[src/rtl/logic_unit_pkg.sv]
// rtl/logic_unit_pkg.sv - opcodes, FSM states and helpers shared by the logic unit lane
package logic_unit_pkg;

    localparam logic [2:0] OP_OR          = 3'b000;
    localparam logic [2:0] OP_AND         = 3'b001;
    localparam logic [2:0] OP_XOR         = 3'b010;
    localparam logic [2:0] OP_NOR         = 3'b011;
    localparam logic [2:0] OP_NAND        = 3'b100;
    localparam logic [2:0] OP_ANDN        = 3'b101;
    localparam logic [2:0] OP_PASSA       = 3'b110;
    localparam logic [2:0] OP_POPCNT_NOTA = 3'b111;

    typedef enum logic {
        ST_IDLE  = 1'b0,
        ST_COUNT = 1'b1
    } state_t;

    function automatic int clog2(input int value);
        int r;
        r = 0;
        while ((1 << r) < value) r = r + 1;
        return r;
    endfunction

endpackage

[src/rtl/logic_unit_pipe_if.sv]
// rtl/logic_unit_pipe_if.sv - operand/result handshake bundle for logic_unit_pipe
interface logic_unit_pipe_if #(
    parameter int WIDTH = 8
);
    logic             in_valid;
    logic             in_ready;
    logic [WIDTH-1:0] a;
    logic [WIDTH-1:0] b;
    logic [2:0]       op;
    logic             out_valid;
    logic             out_ready;
    logic [WIDTH-1:0] y;
    logic             zero;
    logic             parity;

    modport master (
        output in_valid, a, b, op, out_ready,
        input  in_ready, out_valid, y, zero, parity
    );

    modport slave (
        input  in_valid, a, b, op, out_ready,
        output in_ready, out_valid, y, zero, parity
    );
endinterface

[src/rtl/logic_unit_popcnt.sv]
// rtl/logic_unit_popcnt.sv - iterative CHUNK-bits-per-cycle population counter (used under LOGIC_UNIT_POPCNT_EN)
module logic_unit_popcnt
    import logic_unit_pkg::*;
#(
    parameter int WIDTH = 8,
    parameter int CHUNK = 4,
    localparam int CW   = clog2(WIDTH + 1)
) (
    input  logic             clk,
    input  logic             rst,
    input  logic             i_start,
    input  logic             i_active,
    input  logic [WIDTH-1:0] i_a,
    output logic             o_done,
    output logic [CW-1:0]    o_count
);
    localparam int STEPS = WIDTH / CHUNK;
    localparam int SW    = clog2(STEPS + 1);

    logic [WIDTH-1:0] r_shift;
    logic [CW-1:0]    r_acc;
    logic [SW-1:0]    r_step;
    logic [CW-1:0]    w_chunk_sum;

    always_comb begin
        w_chunk_sum = '0;
        for (int i = 0; i < CHUNK; i++) begin
            w_chunk_sum = w_chunk_sum + CW'(r_shift[i]);
        end
    end

    // The final chunk is folded in combinationally so the result lands on the last COUNT edge.
    assign o_done  = i_active && (r_step == SW'(STEPS - 1));
    assign o_count = r_acc + w_chunk_sum;

    always_ff @(posedge clk) begin
        if (rst) begin
            r_shift <= '0;
            r_acc   <= '0;
            r_step  <= '0;
        end else if (i_start) begin
            r_shift <= i_a;
            r_acc   <= '0;
            r_step  <= '0;
        end else if (i_active) begin
            r_acc   <= o_count;
            r_shift <= r_shift >> CHUNK;
            r_step  <= r_step + SW'(1);
        end
    end
endmodule

[src/rtl/logic_unit_pipe.sv]
// rtl/logic_unit_pipe.sv - registered WIDTH-bit logic lane with handshake; LOGIC_UNIT_POPCNT_EN adds popcount on op 111
module logic_unit_pipe
    import logic_unit_pkg::*;
#(
    parameter int WIDTH = 8,
    parameter int CHUNK = 4
) (
    input  logic               clk,
    input  logic               rst,
    logic_unit_pipe_if.slave   bus
);
    logic [WIDTH-1:0] r_y;
    logic             r_zero;
    logic             r_parity;
    logic             r_out_valid;

    logic             w_idle;
    logic             w_in_ready;
    logic             w_accept;
    logic             w_load;
    logic [WIDTH-1:0] w_result;
    logic [WIDTH-1:0] w_next_y;

    always_comb begin
        w_result = '0;
        case (bus.op)
            OP_OR:          w_result = bus.a | bus.b;
            OP_AND:         w_result = bus.a & bus.b;
            OP_XOR:         w_result = bus.a ^ bus.b;
            OP_NOR:         w_result = ~(bus.a | bus.b);
            OP_NAND:        w_result = ~(bus.a & bus.b);
            OP_ANDN:        w_result = bus.a & ~bus.b;
            OP_PASSA:       w_result = bus.a;
`ifdef LOGIC_UNIT_POPCNT_EN
            OP_POPCNT_NOTA: w_result = '0;
`else
            OP_POPCNT_NOTA: w_result = ~bus.a;
`endif
            default:        w_result = '0;
        endcase
    end

    assign w_in_ready = w_idle && (!r_out_valid || bus.out_ready);
    assign w_accept   = bus.in_valid && w_in_ready;

`ifdef LOGIC_UNIT_POPCNT_EN
    localparam int CW = clog2(WIDTH + 1);

    state_t        r_state;
    logic          w_start;
    logic          w_pc_done;
    logic [CW-1:0] w_pc_count;

    assign w_idle  = (r_state == ST_IDLE);
    assign w_start = w_accept && (bus.op == OP_POPCNT_NOTA);

    logic_unit_popcnt #(
        .WIDTH (WIDTH),
        .CHUNK (CHUNK)
    ) u_popcnt (
        .clk      (clk),
        .rst      (rst),
        .i_start  (w_start),
        .i_active (r_state == ST_COUNT),
        .i_a      (bus.a),
        .o_done   (w_pc_done),
        .o_count  (w_pc_count)
    );

    always_ff @(posedge clk) begin
        if (rst) begin
            r_state <= ST_IDLE;
        end else if (w_start) begin
            r_state <= ST_COUNT;
        end else if (w_pc_done) begin
            r_state <= ST_IDLE;
        end
    end

    assign w_load   = (w_accept && !w_start) || w_pc_done;
    assign w_next_y = w_pc_done ? WIDTH'(w_pc_count) : w_result;
`else
    assign w_idle   = 1'b1;
    assign w_load   = w_accept;
    assign w_next_y = w_result;
`endif

    // A load always wins over a drain, so accept-while-draining keeps out_valid high with no bubble.
    always_ff @(posedge clk) begin
        if (rst) begin
            r_y         <= '0;
            r_zero      <= 1'b0;
            r_parity    <= 1'b0;
            r_out_valid <= 1'b0;
        end else if (w_load) begin
            r_y         <= w_next_y;
            r_zero      <= ~|w_next_y;
            r_parity    <= ^w_next_y;
            r_out_valid <= 1'b1;
        end else if (r_out_valid && bus.out_ready) begin
            r_out_valid <= 1'b0;
        end
    end

    assign bus.in_ready  = w_in_ready;
    assign bus.out_valid = r_out_valid;
    assign bus.y         = r_y;
    assign bus.zero      = r_zero;
    assign bus.parity    = r_parity;
endmodule
[src/flat_wrapper.sv]
// flat-port wrapper written by rule: the top's interface ports become plain ports
module logic_unit_pipe_flat import logic_unit_pkg::*;
#(
    parameter int WIDTH = 8,
    parameter int CHUNK = 4
)
  (clk, rst, bus_in_valid, bus_a, bus_b, bus_op, bus_out_ready, bus_in_ready, bus_out_valid, bus_y, bus_zero, bus_parity);
  logic_unit_pipe_if #(.WIDTH(WIDTH)) bus_i ();
  input  logic clk;
  input  logic rst;
  input wire logic [$bits(bus_i.in_valid)-1:0] bus_in_valid;
  input wire logic [$bits(bus_i.a)-1:0] bus_a;
  input wire logic [$bits(bus_i.b)-1:0] bus_b;
  input wire logic [$bits(bus_i.op)-1:0] bus_op;
  input wire logic [$bits(bus_i.out_ready)-1:0] bus_out_ready;
  output wire logic [$bits(bus_i.in_ready)-1:0] bus_in_ready;
  output wire logic [$bits(bus_i.out_valid)-1:0] bus_out_valid;
  output wire logic [$bits(bus_i.y)-1:0] bus_y;
  output wire logic [$bits(bus_i.zero)-1:0] bus_zero;
  output wire logic [$bits(bus_i.parity)-1:0] bus_parity;
  assign bus_i.in_valid = bus_in_valid;
  assign bus_i.a = bus_a;
  assign bus_i.b = bus_b;
  assign bus_i.op = bus_op;
  assign bus_i.out_ready = bus_out_ready;
  assign bus_in_ready = bus_i.in_ready;
  assign bus_out_valid = bus_i.out_valid;
  assign bus_y = bus_i.y;
  assign bus_zero = bus_i.zero;
  assign bus_parity = bus_i.parity;
  logic_unit_pipe #(.WIDTH(WIDTH), .CHUNK(CHUNK)) u_core (.clk(clk), .rst(rst), .bus(bus_i));
endmodule
[config.mk]
export PLATFORM = sky130hd
export DESIGN_NAME = logic_unit_pipe_flat
export DESIGN_NICKNAME = d
export VERILOG_FILES = /design/src/rtl/logic_unit_pkg.sv /design/src/rtl/logic_unit_pipe_if.sv /design/src/rtl/logic_unit_popcnt.sv /design/src/rtl/logic_unit_pipe.sv /design/src/flat_wrapper.sv
export SDC_FILE = /design/constraint.sdc
export NUM_CORES = 1
export LEC_CHECK = 0
export ABC_AREA = 1
export BUFFER_PORTS_ARGS = -buffer_cell sky130_fd_sc_hd__buf_2
export CAP_MARGIN = 10
export CORE_UTILIZATION = 45
export DETAILED_ROUTE_END_ITERATION = 10
export PLACE_DENSITY = 0.69
export SYNTH_ARGS = -nofsm -noshare
export SYNTH_HDL_FRONTEND = slang
export SYNTH_SLANG_ARGS = --single-unit
[constraint.sdc]
create_clock -name clk -period 4.1 [get_ports clk]
set_input_delay 0.41 -clock clk [delete_from_list [all_inputs] [get_ports clk]]
set_output_delay 0.41 -clock clk [all_outputs]
set_load 0.05 [all_outputs]
# == Yosys cells after proc, flatten, opt, wreduce, memory -nomap -nowiden ==
# Index checks and enable logic that the tools add are counted.
# op_classes
eq_ne,7
magnitude_cmp,0
reduce_logical,9
n_div,0
n_mux,3
bitwise_logic,8
mul,0
add_sub_neg,0
shift,0
# op_table
operator,n
case mux 8 bit (8 select lines),1
inverter 8 bit,4
bitwise AND 8 bit,2
"== test 3 bit, second input constant",4
bitwise OR 8 bit,1
OR reduction 8 bit,1
parity 8 bit,1
XOR 8 bit,1
"== test 3 x 2 -> 1 bit, second input constant",2
"== test 3 x 1 -> 1 bit, second input constant",1
zero test 3 bit,1
logical AND 1 bit,2
zero test 1 bit,2
two-way mux 1 bit,2
nonzero test 2 bit,1
logical OR 1 bit,1
# word_totals
mem_bits_ro,0
latch_bits,0
input_bits,23
ram_bits,0
n_memories,0
reg_bits,11
out_inout_bits,12

# == Depth between registers and ports, before layout ==
# logic_depth
word_depth,5
ltp_mapped,12
ltp_nobuf,12

# == Worst setup path before layout ==
# Ideal clock, no wire load.
# synth_path
kind,input port to flip-flop
startpoint,in bus_op[0]
endpoint,reg u_core.r_parity (netlist: u_core.bus.parity)
stages,10
arrival_ps,1941
n_path_buf,1
setup_ps,116
setup_slack_ps,2043
cell_sequence,buf_6 nor2_4 nand2_2 or2_1 and3_1 ha_1 xor2_1 xnor2_1 o21ai_0 inv_1
# synth_between
elab_chain_len,3
# synth_lines
item,line_no,rtl
"start, declared",flat_wrapper.sv:14,input wire logic [$bits(bus_i.op)-1:0] bus_op;
"== test 3 bit, or another cell as far along",logic_unit_pipe.sv:26,case (bus.op)
case mux 8 bit (8 select lines) (*),logic_unit_pipe.sv:26,
parity 8 bit (*),logic_unit_pipe.sv:98,r_parity <= ^w_next_y;
"end signal, assigned",logic_unit_pipe.sv:98,
"end, declared",logic_unit_pipe.sv:14,logic r_parity;
# Mark *: on every way between the ends. The rest lies on a longest branch, timed or not.
# A chain may end at the register's enable or synchronous reset.

# == Worst setup path after layout ==
# layout_path
startpoint,in bus_op[2]
endpoint,reg u_core.r_parity (netlist: u_core.bus.parity)
# Same word-level chain as after synthesis.

==> flow_metrics.env <==
export IMPL_drt_iter0_drc=107
export IMPL_route_detailed_drc=0
export IMPL_dp_hpwl_um=2660
export IMPL_powerDensity_nw_per_um2=227
export IMPL_io_pins=35
export IMPL_grt_use_total_pct=20.9
export IMPL_nFillCells=364
export IMPL_vias_per_cell=5.42
export IMPL_cts_tree="yes"
export IMPL_required_ns=4.27
export IMPL_start_util_pct=46.8
export IMPL_r2r_end="u_core.bus.y[7]"
export IMPL_min_path_type="primary input to register"
export IMPL_seq_area_frac_synth_pct=14.1
export IMPL_p_seq_share_pct=30.8
export IMPL_regArea_sq_um=220
export IMPL_ant_nets=0
export IMPL_end_kind="register"
export IMPL_crit_path_max_fanout=26
export IMPL_critPathKind="primary input to register"
export IMPL_synth_compound_area_share_pct=4.57
export IMPL_combPwrFrac_pct=50.4
export IMPL_max_slew_margin_rel_pct=65.0
export IMPL_numPortBuffers=34
export IMPL_placed_area_sq_um=1720
export IMPL_worst_slew_pin_transition_ns=0.525
export IMPL_synth_net_count=285
export IMPL_dr_total_vias=1657
export IMPL_p_leak_nw=0.970
export IMPL_synthAdderAreaFrac_pct=22.5
export IMPL_period_needed_ns=2.25
export IMPL_rsz0062_at_grt="false"
export IMPL_p_total_mw=0.396
export IMPL_p_sw_mw=0.173
export IMPL_drt_pass1_iter_count=4
export IMPL_synthMuxAreaShare_pct=0
export IMPL_dp_cells=302
export IMPL_setup_viol_count_final=0
export IMPL_cts_setup_buffers=0
export IMPL_finClkSkew_ns=0.00382
export IMPL_cts_root_buf="clkbuf_4"
export IMPL_cts_sinks=11
export IMPL_hold_buffers=0
export IMPL_grt_pass1_wl_um=5940
export IMPL_synthCells=234
export IMPL_num_rows=21
export IMPL_grt_pass1_vias=1397
export IMPL_outcome="complete, no violations"
export IMPL_hold_viol_final=0
export IMPL_synth_xor_area_share_pct=1.68
export IMPL_drt_wl_total_um=3570
export IMPL_max_freq_mhz=444
export IMPL_multi_input_area_sq_um=1160
export IMPL_ys_warn_count=0
export IMPL_hold_start="bus_out_ready"
export IMPL_gp_congestion=0.859
export IMPL_p_int_mw=0.223
export IMPL_fin_area_sq_um=1740
export IMPL_ys_ff_latch=11
export IMPL_nets=312
export IMPL_hold_depth=4
export IMPL_ys_types=28
export IMPL_finalSetupTns_ns=0
export IMPL_fin_crit_sh_pct=54.9
export IMPL_finalNonFillerCells=306
export IMPL_die_w_um=60.9
export IMPL_insertion_delay_ns=0.27
export IMPL_avgSynthCellArea_sq_um=6.67
export IMPL_clkSlewWorstSetupHoldPaths_ns=0.07
export IMPL_slew_violations=0
export IMPL_grt_remaining_overflow=0
export IMPL_critPathLaunch="bus_op[2]"
export IMPL_max_cap_violations=0
export IMPL_clk_path_buf_depth=2
export IMPL_wl_per_cell_um=11.7
export IMPL_cts_htree_levels=1
export IMPL_syn_area_sq_um=1560
export IMPL_cp_start_kind="primary input"
export IMPL_die_area_sq_um=3710
export IMPL_ff2ff_setup_slack_ns=2.93
export IMPL_antenna_found_initial=0
export IMPL_switching_share_pct=43.7
export IMPL_whs_ns=0.441
export IMPL_crit_reg2reg_launch="u_core.bus.out_valid"
export IMPL_min_to="u_core.bus.out_valid"
export IMPL_vdd_drop_max_v=0.000143
export IMPL_grt_max_degree=29
export IMPL_cts_resized=0
export IMPL_core_area_sq_um=3340
export IMPL_diodes=0
export IMPL_final_cell_mix="nand4_1 (40), nor2_1 (40), buf_2 (34)"
export IMPL_power_frac_clock_pct=18.8
export IMPL_synth_top_family_by_area="simple AND/OR/NAND/NOR gates"
export IMPL_critPathArrivalTime_ns=2.42
export IMPL_die_height_um=60.9
export IMPL_drive_gt1_share_pct=17.7
export IMPL_ff2ff_path_depth=6
export IMPL_cts_buffers=3
export IMPL_area_growth_pct=11.8
export IMPL_yosys_area_share_simple_pct=45.5
[state kept, by name, summed over array words and instances (netlist names)]
signal	count
u_core.bus.y	8
u_core.bus.out_valid	1
u_core.bus.zero	1
u_core.bus.parity	1
[Yosys cell counts (all sizes together)]
master / instances / area [sq um]
ha: 28 / 350
nand2: 30 / 115
nand3: 3 / 25.0
a41oi: 1 / 8.76
nor3b: 1 / 12.5
o21bai: 1 / 7.51
o21ai: 9 / 45.0
buf: 11 / 66.3
dfxtp: 11 / 220
inv: 30 / 113
or2: 7 / 43.8
clkbuf: 1 / 3.75
and3: 7 / 43.8
a21oi: 2 / 10.0
xnor2: 2 / 17.5
nor2: 41 / 161
nand3b: 7 / 52.6
xor2: 1 / 8.76
nor3: 1 / 5.00
nand4: 40 / 250
[power by group through the flow]
stage	clock network, mW	logic, mW	registers (mW)
CTS	0.0770	0.200	0.122
global placement	0	0.198	0.124
floorplan	0	0.115	0.163
global route	0.0831	0.224	0.124
detailed placement	0	0.199	0.125
finish	0.0745	0.200	0.122
[cell families (layout without fill, tap and decap cells)]
logic type                 after synthesis  in the layout
and+or+nand+nor                        137            137
DFF                                     11             11
adders and majority gates               28             28
buffers and inverters                   42             68
AOI/OAI and AO/OA                       13             13
xor gates and xnor gates                 3              3
[worst max-delay path, cell delays in order]
cell	delay, ns
buf_2	0.24
inv_2	0.38
nand2_2	0.16
or2_1	0.24
and3_1	0.18
ha_1	0.30
xor2_1	0.18
xnor2_1	0.13
o21ai_0	0.15
inv_1	0.05
[cell type report]
cell class                      count  share of cell area, %
Clock buffer                        4                   1.51
Inverter                           30                   6.46
Multi-Input combinational cell    181                   66.4
Sequential cell                    11                   12.6
Tap cell                           46                   3.30
Timing Repair Buffer               34                   9.76
[how the worst max path moves through the flow]
| stage | cells after the start | to | slack (ns) |
|---|---|---|---|
| global route | 10 | u_core.bus.parity | 1.70 |
| global placement | 10 | u_core.bus.parity | 1.61 |
| finish | 10 | u_core.bus.parity | 1.85 |
| CTS | 10 | u_core.bus.parity | 1.88 |
| floorplan | 10 | u_core.bus.parity | 2.04 |
| detailed placement | 10 | u_core.bus.parity | 1.59 |
[metrics by stage]
stage | setup WS [ns] | util [%]
finish | 1.85 | 52.3
CTS | 1.88 | 52.3
floorplan | 2.04 | -
global placement | 1.61 | 51.5
global route | 1.70 | 52.3
detailed placement | 1.59 | 51.5
[metal layers]
metal	vias to the layer above	track usage, %	wire [um]
met1	743	27.3	1650
met5	-	0	0
met4	0	6.17	90
li1	845	-	-
met2	57	35.3	1680
met3	12	3.41	148
Note: power is estimated with default switching activity, not from simulation.
